[config.mk]
export PLATFORM = sky130hd
export DESIGN_NAME = parity_serial_tx
export DESIGN_NICKNAME = d
export VERILOG_FILES = /design/src/rtl/parity_serial_tx.sv
export SDC_FILE = /design/constraint.sdc
export NUM_CORES = 1
export LEC_CHECK = 0
export CAP_MARGIN = 20
export CORE_MARGIN = 8
export CORE_UTILIZATION = 32
export DETAILED_ROUTE_END_ITERATION = 6
export GPL_TIMING_DRIVEN = 0
export HOLD_SLACK_MARGIN = 0.02
export PLACE_DENSITY = 0.49
export SLEW_MARGIN = 20
export SYNTH_ARGS = -nofsm -noshare
export SYNTH_HDL_FRONTEND = slang
export SYNTH_SLANG_ARGS = --single-unit
[constraint.sdc]
create_clock -name clk -period 5.4 [get_ports clk]
set_input_delay 1.62 -clock clk [delete_from_list [all_inputs] [get_ports clk]]
set_output_delay 1.62 -clock clk [all_outputs]
set_load 0.005 [all_outputs]
[src/rtl/parity_serial_tx.sv]
// Parity-framed serializer: accepts a word on valid/ready, sends start, data LSB-first,
// parity and stop on a single idle-high line, each bit held CLKS_PER_BIT clocks.
module parity_serial_tx #(
  parameter int DATA_W       = 8,
  parameter int CLKS_PER_BIT = 16,
  parameter int ODD_PARITY   = 0
) (
  input  logic              clk,
  input  logic              rst,
  input  logic [DATA_W-1:0] din,
  input  logic              din_valid,
  output logic              din_ready,
  output logic              tx,
  output logic              busy,
  output logic              par_out
);

  localparam int BAUD_W = (CLKS_PER_BIT > 1) ? $clog2(CLKS_PER_BIT) : 1;
  localparam int BIT_W  = (DATA_W > 1) ? $clog2(DATA_W) : 1;
  localparam logic [BAUD_W-1:0] BAUD_LAST = BAUD_W'(CLKS_PER_BIT - 1);
  localparam logic [BIT_W-1:0]  BIT_LAST  = BIT_W'(DATA_W - 1);

  typedef enum logic [2:0] {
    IDLE   = 3'd0,
    START  = 3'd1,
    DATA   = 3'd2,
    PARITY = 3'd3,
    STOP   = 3'd4
  } state_t;

  state_t              state, state_n;
  logic [BAUD_W-1:0]   baud_cnt, baud_n;
  logic [BIT_W-1:0]    bit_cnt, bit_n;
  logic [DATA_W-1:0]   shreg, shreg_n;
  logic                tx_n, busy_n, ready_n, par_n;
  logic                bit_end;

  function automatic logic calc_parity(input logic [DATA_W-1:0] d);
    return (^d) ^ (ODD_PARITY != 0);
  endfunction

  // Next-state and registered-output decode
  always_comb begin
    state_n = state;
    baud_n  = baud_cnt;
    bit_n   = bit_cnt;
    shreg_n = shreg;
    tx_n    = tx;
    busy_n  = busy;
    ready_n = din_ready;
    par_n   = par_out;
    bit_end = (baud_cnt == BAUD_LAST);

    if (state != IDLE) begin
      baud_n = bit_end ? '0 : baud_cnt + BAUD_W'(1);
    end

    case (state)
      IDLE: begin
        if (din_valid && din_ready) begin
          state_n = START;
          shreg_n = din;
          par_n   = calc_parity(din);
          ready_n = 1'b0;
          busy_n  = 1'b1;
          tx_n    = 1'b0;
          baud_n  = '0;
          bit_n   = '0;
        end else begin
          ready_n = 1'b1;
        end
      end
      START: begin
        if (bit_end) begin
          state_n = DATA;
          tx_n    = shreg[0];
        end
      end
      DATA: begin
        if (bit_end) begin
          if (bit_cnt == BIT_LAST) begin
            state_n = PARITY;
            tx_n    = par_out;
            bit_n   = '0;
          end else begin
            // Shift now so the next data bit is already at shreg[1] for tx
            bit_n   = bit_cnt + BIT_W'(1);
            shreg_n = shreg >> 1;
            tx_n    = shreg[1];
          end
        end
      end
      PARITY: begin
        if (bit_end) begin
          state_n = STOP;
          tx_n    = 1'b1;
        end
      end
      STOP: begin
        if (bit_end) begin
          state_n = IDLE;
          busy_n  = 1'b0;
          ready_n = 1'b1;
          tx_n    = 1'b1;
        end
      end
      default: begin
        state_n = IDLE;
        busy_n  = 1'b0;
        ready_n = 1'b0;
        tx_n    = 1'b1;
        baud_n  = '0;
        bit_n   = '0;
      end
    endcase
  end

  // Control and line state
  always_ff @(posedge clk) begin
    if (rst) begin
      state     <= IDLE;
      baud_cnt  <= '0;
      bit_cnt   <= '0;
      tx        <= 1'b1;
      busy      <= 1'b0;
      din_ready <= 1'b0;
      par_out   <= 1'b0;
    end else begin
      state     <= state_n;
      baud_cnt  <= baud_n;
      bit_cnt   <= bit_n;
      tx        <= tx_n;
      busy      <= busy_n;
      din_ready <= ready_n;
      par_out   <= par_n;
    end
  end

  // Shift register holds payload only, so it carries no reset
  always_ff @(posedge clk) begin
    shreg <= shreg_n;
  end

endmodule
### Word-level counts from Yosys, hierarchy flattened

Index checks and enable logic that the tools add are counted.
Widths: inputs -> output; s select.

* ROM bits: 0
* memories: 0
* bits of input ports: 11
* RAM bits: 0
* logic and storage cells: 72
* bits in latches: 0
* flip-flop bits (word level): 22

* $lt $le $gt $ge: 0
* div/mod/pow operators: 0
* bitwise logic cells: 2
* equal/unequal tests: 14
* reductions and logical operators: 16
* multiplexer cells: 30
* add/subtract/negate cells: 2
* shifts and indexed selects: 0
* multiply operators: 0

Operators with widths (count)
* $mux 3: 9
* $mux 8: 3
* $pmux 8 s2: 1
* $pmux 3 s5: 1
* $ne 2x2->1 const B: 7
* $mux 4: 3
* $pmux 3 s3: 1
* $mux 1: 8
* $pmux 4 s2: 1
* $reduce_and 4->1: 2
* $reduce_xor 8->1: 1
* $eq 3x2->1 const B: 2
* $eq 3x3->1 const B: 2
* $pmux 1 s3: 2
* $reduce_and 3->1: 2
* $reduce_and 6->1: 1
* $reduce_or 3->1: 2
* $add 4x1->4 const B: 1
* $eq 4x4->1 const B: 1
* $pmux 1 s4: 1
* $reduce_and 2->1: 2
* $reduce_or 4->1: 1
* $add 3x1->3 const B: 1
* $eq 3x1->1 const B: 1
* other kinds (7): 8

### Logic depth before layout (Yosys ltp)

* depth in word-level cells: 5
* mapped depth: 6

### Worst setup path after synthesis

No wires, ideal clock.

* kind: input to register
* start point: input din_valid
* end point: register shreg[0] (enable)
* buffers on the path: 0
* data arrival time: 2.462 ns
* setup slack: 2.555 ns
* library setup time: 0.383 ns
* stages on the path: 4
* path through: nand2_1 nor2_1 a21oi_1 nor3_1

* word-level cells in the longest chain between the ends: 3

RTL lines
* start, declared: line 11 `input logic din_valid,`
* $logic_and 1x1->1: line 60 `if (din_valid && din_ready) begin`
* $ne 2x2->1 (no line)
* $reduce_and 4->1 (no line)
* end signal, assigned: line 141 `shreg <= shreg_n;`
* end, declared: line 34 `logic [DATA_W-1:0] shreg, shreg_n;`

No other way between the ends.
A chain may end at the register's enable or synchronous reset.

### Worst setup path after layout

* start point: input din_valid
* end point: register shreg[7] (enable)

Same word-level chain as after synthesis.

==> impl_metrics.env <==
export IMPL_synthFlopType="dfxtp_1"
export IMPL_setup_violations=0
export IMPL_dp_hpwl_microns=1797
export IMPL_path_class="primary input to flop"
export IMPL_final_hold_violation_count=0
export IMPL_nets=147
export IMPL_cp_max_fo=8
export IMPL_postCtsResizedCells=0
export IMPL_critPathBufInv=1
export IMPL_max_slew_margin_pct=56.36
export IMPL_report_final_slew_viol_count=0
export IMPL_routed_wl_microns=2387
export IMPL_cts_sinks=22
export IMPL_hold_buffers=0
export IMPL_finClkSkew_ns=0.006780
export IMPL_yosysWarnings=0
export IMPL_rr_startpoint="baud_cnt[0]$_SDFF_PP0_"
export IMPL_diodes=0
export IMPL_ctsLongestPathBuffers=2
export IMPL_dp_slack_ns=1.627
export IMPL_ys_types=31
export IMPL_viasPerCell=5.084
export IMPL_vias=905
export IMPL_place_congestion=0.8500
export IMPL_initial_utilization_pct=33.67
export IMPL_yosysTopAreaCellShare_pct=24.56
export IMPL_syn_nets=128
export IMPL_rsz0062_at_grt="no"
export IMPL_path_clk_slew_ns=0.13
export IMPL_grt_max_degree=13
export IMPL_die_y_microns=75.72
export IMPL_fp_dieArea_sq_um=5733
export IMPL_leakage_nw=0.4807
export IMPL_crit_required_ns=5.35
export IMPL_synth_seq_cells=22
export IMPL_endpoint_kind="flop"
export IMPL_p_clk_share_pct=23.0
export IMPL_fin_tns_setup_ns=0
export IMPL_die_width_microns=75.72
export IMPL_synth_avg_cell_area_sq_um=10.01
export IMPL_cts_buffers=3
export IMPL_hp_class="flop to flop"
export IMPL_wl_per_cell_microns=13.41
export IMPL_fin_ws_ns=2.390
export IMPL_ys_top_cells_by_count="dfxtp_1, a21oi_1, edfxtp_1, mux2_2, nor2_1"
export IMPL_r2r_setup_slack_ns=3.33
export IMPL_p_int_mw=0.2525
export IMPL_detail_route_antenna_nets=0
export IMPL_r2r_end="shreg[7]$_SDFFCE_PP0P_"
export IMPL_route_detailed_drc=0
export IMPL_grt_pass1_wl_microns=4064
export IMPL_port_buffers=14
export IMPL_period_needed_ns=3.010
export IMPL_synth_edf_count=8
export IMPL_fillers=349
export IMPL_track_usage_pct=9.520
export IMPL_status="finished, final reports clean"
export IMPL_tightestPinTransition_ns=0.6510
export IMPL_antenna_found_initial=0
export IMPL_syn_inst=114
export IMPL_cts_tree="yes"
export IMPL_htreeDepth=1
export IMPL_reg2regPathDepth=5
export IMPL_coreArea_sq_um=3390
export IMPL_cts_root_buf="clkbuf_4"
export IMPL_switching_share_pct=27.38
export IMPL_worst_skew_pair_late_latency_ns=0.31
export IMPL_holdWs_ns=0.4844
export IMPL_path_cells="clkdlybuf4s50_1 > nand2_1 > nor2_1 > a21oi_1 > nor3_2"
export IMPL_drv_cap=0
export IMPL_drtIter0Drc=64
export IMPL_rows=21
export IMPL_cpPeakStageDelay_ns=0.50
export IMPL_syn_area_sq_um=1141
export IMPL_vdd_drop_max_v=0.0001215
export IMPL_ys_seq_area_share_pct=45.61
export IMPL_drive_gt1_share_pct=13.64
export IMPL_slowest_stage="clkdlybuf4s50_1"
export IMPL_grt_pass1_vias=898
export IMPL_switchingPower_mw=0.09516
export IMPL_fin_crit_sh_pct=55.74
export IMPL_synth_area_leaders="dfxtp_1, edfxtp_1, mux2_2"
export IMPL_cts_setup_buffers=0
export IMPL_multi_input_area_sq_um=598.1
export IMPL_clock_fmax_mhz=332.2
export IMPL_critical_path_top_delay_family="simple AND/OR/NAND/NOR gates"
export IMPL_ff_latch_area_sq_um=520.5
export IMPL_io_pins=15
export IMPL_worstPathArrival_ns=2.96
export IMPL_hold_end="tx$_SDFFE_PP1P_"
export IMPL_startpoint_type="primary input"
export IMPL_min_path_cells=1
export IMPL_yosysTopAreaCell="dfxtp_1"
export IMPL_synth_most_common_cell="dfxtp_1"
export IMPL_grt_overflow_total=0
export IMPL_p_seq_share_pct=55.0
export IMPL_min_from="tx$_SDFFE_PP1P_"
export IMPL_firstDrtPassIters=4
export IMPL_synth_async_reset_ratio_pct=0
export IMPL_pwr_density_cell_nw_per_um2=253.7
export IMPL_combPwrFrac_pct=22.0
export IMPL_area_delta_synth_final_pct=20.07
[flip-flops by register name (all words and copies together), names as in the netlist]
register   count
baud_cnt       4
bit_cnt        3
busy           1
din_ready      1
par_out        1
shreg          8
state          3
tx             1
[area by class of cell]
type / instances / share of cell area [%]
multi-input combinational: 86 / 43.65
sequential: 22 / 37.99
tap: 46 / 4.201
timing repair buffer: 14 / 10.23
clock buffer: 4 / 1.918
buffer: 6 / 2.009
[placed cells by master, fill, tap and decap left out]
cell and instances:
nand4b_1 1, xnor2_1 7, a41oi_1 1, nand3_1 6, xor2_1 1, ha_1 3, nor3b_1 1, mux2_2 8
clkbuf_4 3, clkbuf_1 3, clkbuf_2 1, a311oi_1 1, nand2b_1 4, o21ai_0 5, a211o_1 1, nor2b_1 1
nor3_2 1, a31o_1 1, buf_2 3, clkdlybuf4s50_1 14, edfxtp_1 8, nor2_1 8, a211oi_1 2, nand2_1 5
a2111oi_2 1, or3b_2 1, nand3b_1 3, or3_1 1, mux2i_1 3, nor3_1 5, a21oi_1 11, nand4_1 3
o21bai_1 1, dfxtp_1 14
[metal layers]
layer	global-route usage (%)	share of wire [%]	wire [microns]	up-vias
met2	15.92	46	1103	19
met4	3.838	0.92	22	0
met1	11.13	49	1166	426
met3	2.763	4.0	95	2
met5	0	0	0	-
li1	-	-	-	458
[logic make-up after synthesis]
kind of cell | count (synthesis) | synth area share, %
DFF | 22 | 45.61
adders and majority gates | 3 | 3.290
xor gates and xnor gates | 8 | 6.141
buffers and inverters | 6 | 2.412
muxes | 11 | 10.53
and+or+nand+nor | 40 | 18.64
AOI/OAI and AO/OA | 24 | 13.38
[stage by stage]
step                      util (%)  cells  instance area (sq um)  total power [mW]
after floorplan                  -    114                   1141            0.2423
after global placement       39.50    174                   1339            0.2715
after detailed placement     39.50    174                   1339            0.2720
after CTS                    40.27    178                   1365            0.3539
after global routing         40.42    178                   1370            0.3726
final                        40.42    178                   1370            0.3476
[power groups by stage]
stage	combinational (mW)	clock, mW	sequential (mW)
after global routing	0.0862	0.0934	0.193
after floorplan	0.0483	0	0.194
final	0.0766	0.0798	0.191
after CTS	0.0770	0.0854	0.191
after detailed placement	0.0766	0	0.195
after global placement	0.0766	0	0.195
[worst max-delay path by stage]
stage	start	end	slack, ns	depth (start not counted)
after floorplan	din_valid	shreg[0]$_DFFE_PP_	2.55	4
after global placement	din_valid	shreg[7]$_SDFFCE_PP0P_	1.67	5
after detailed placement	din_valid	shreg[7]$_SDFFCE_PP0P_	1.63	5
after CTS	din_valid	shreg[7]$_SDFFCE_PP0P_	1.95	5
after global routing	din_valid	shreg[7]$_SDFFCE_PP0P_	2.23	5
final	din_valid	shreg[7]$_SDFFCE_PP0P_	2.39	5
No activity file was read; power rests on OpenSTA's default activity.
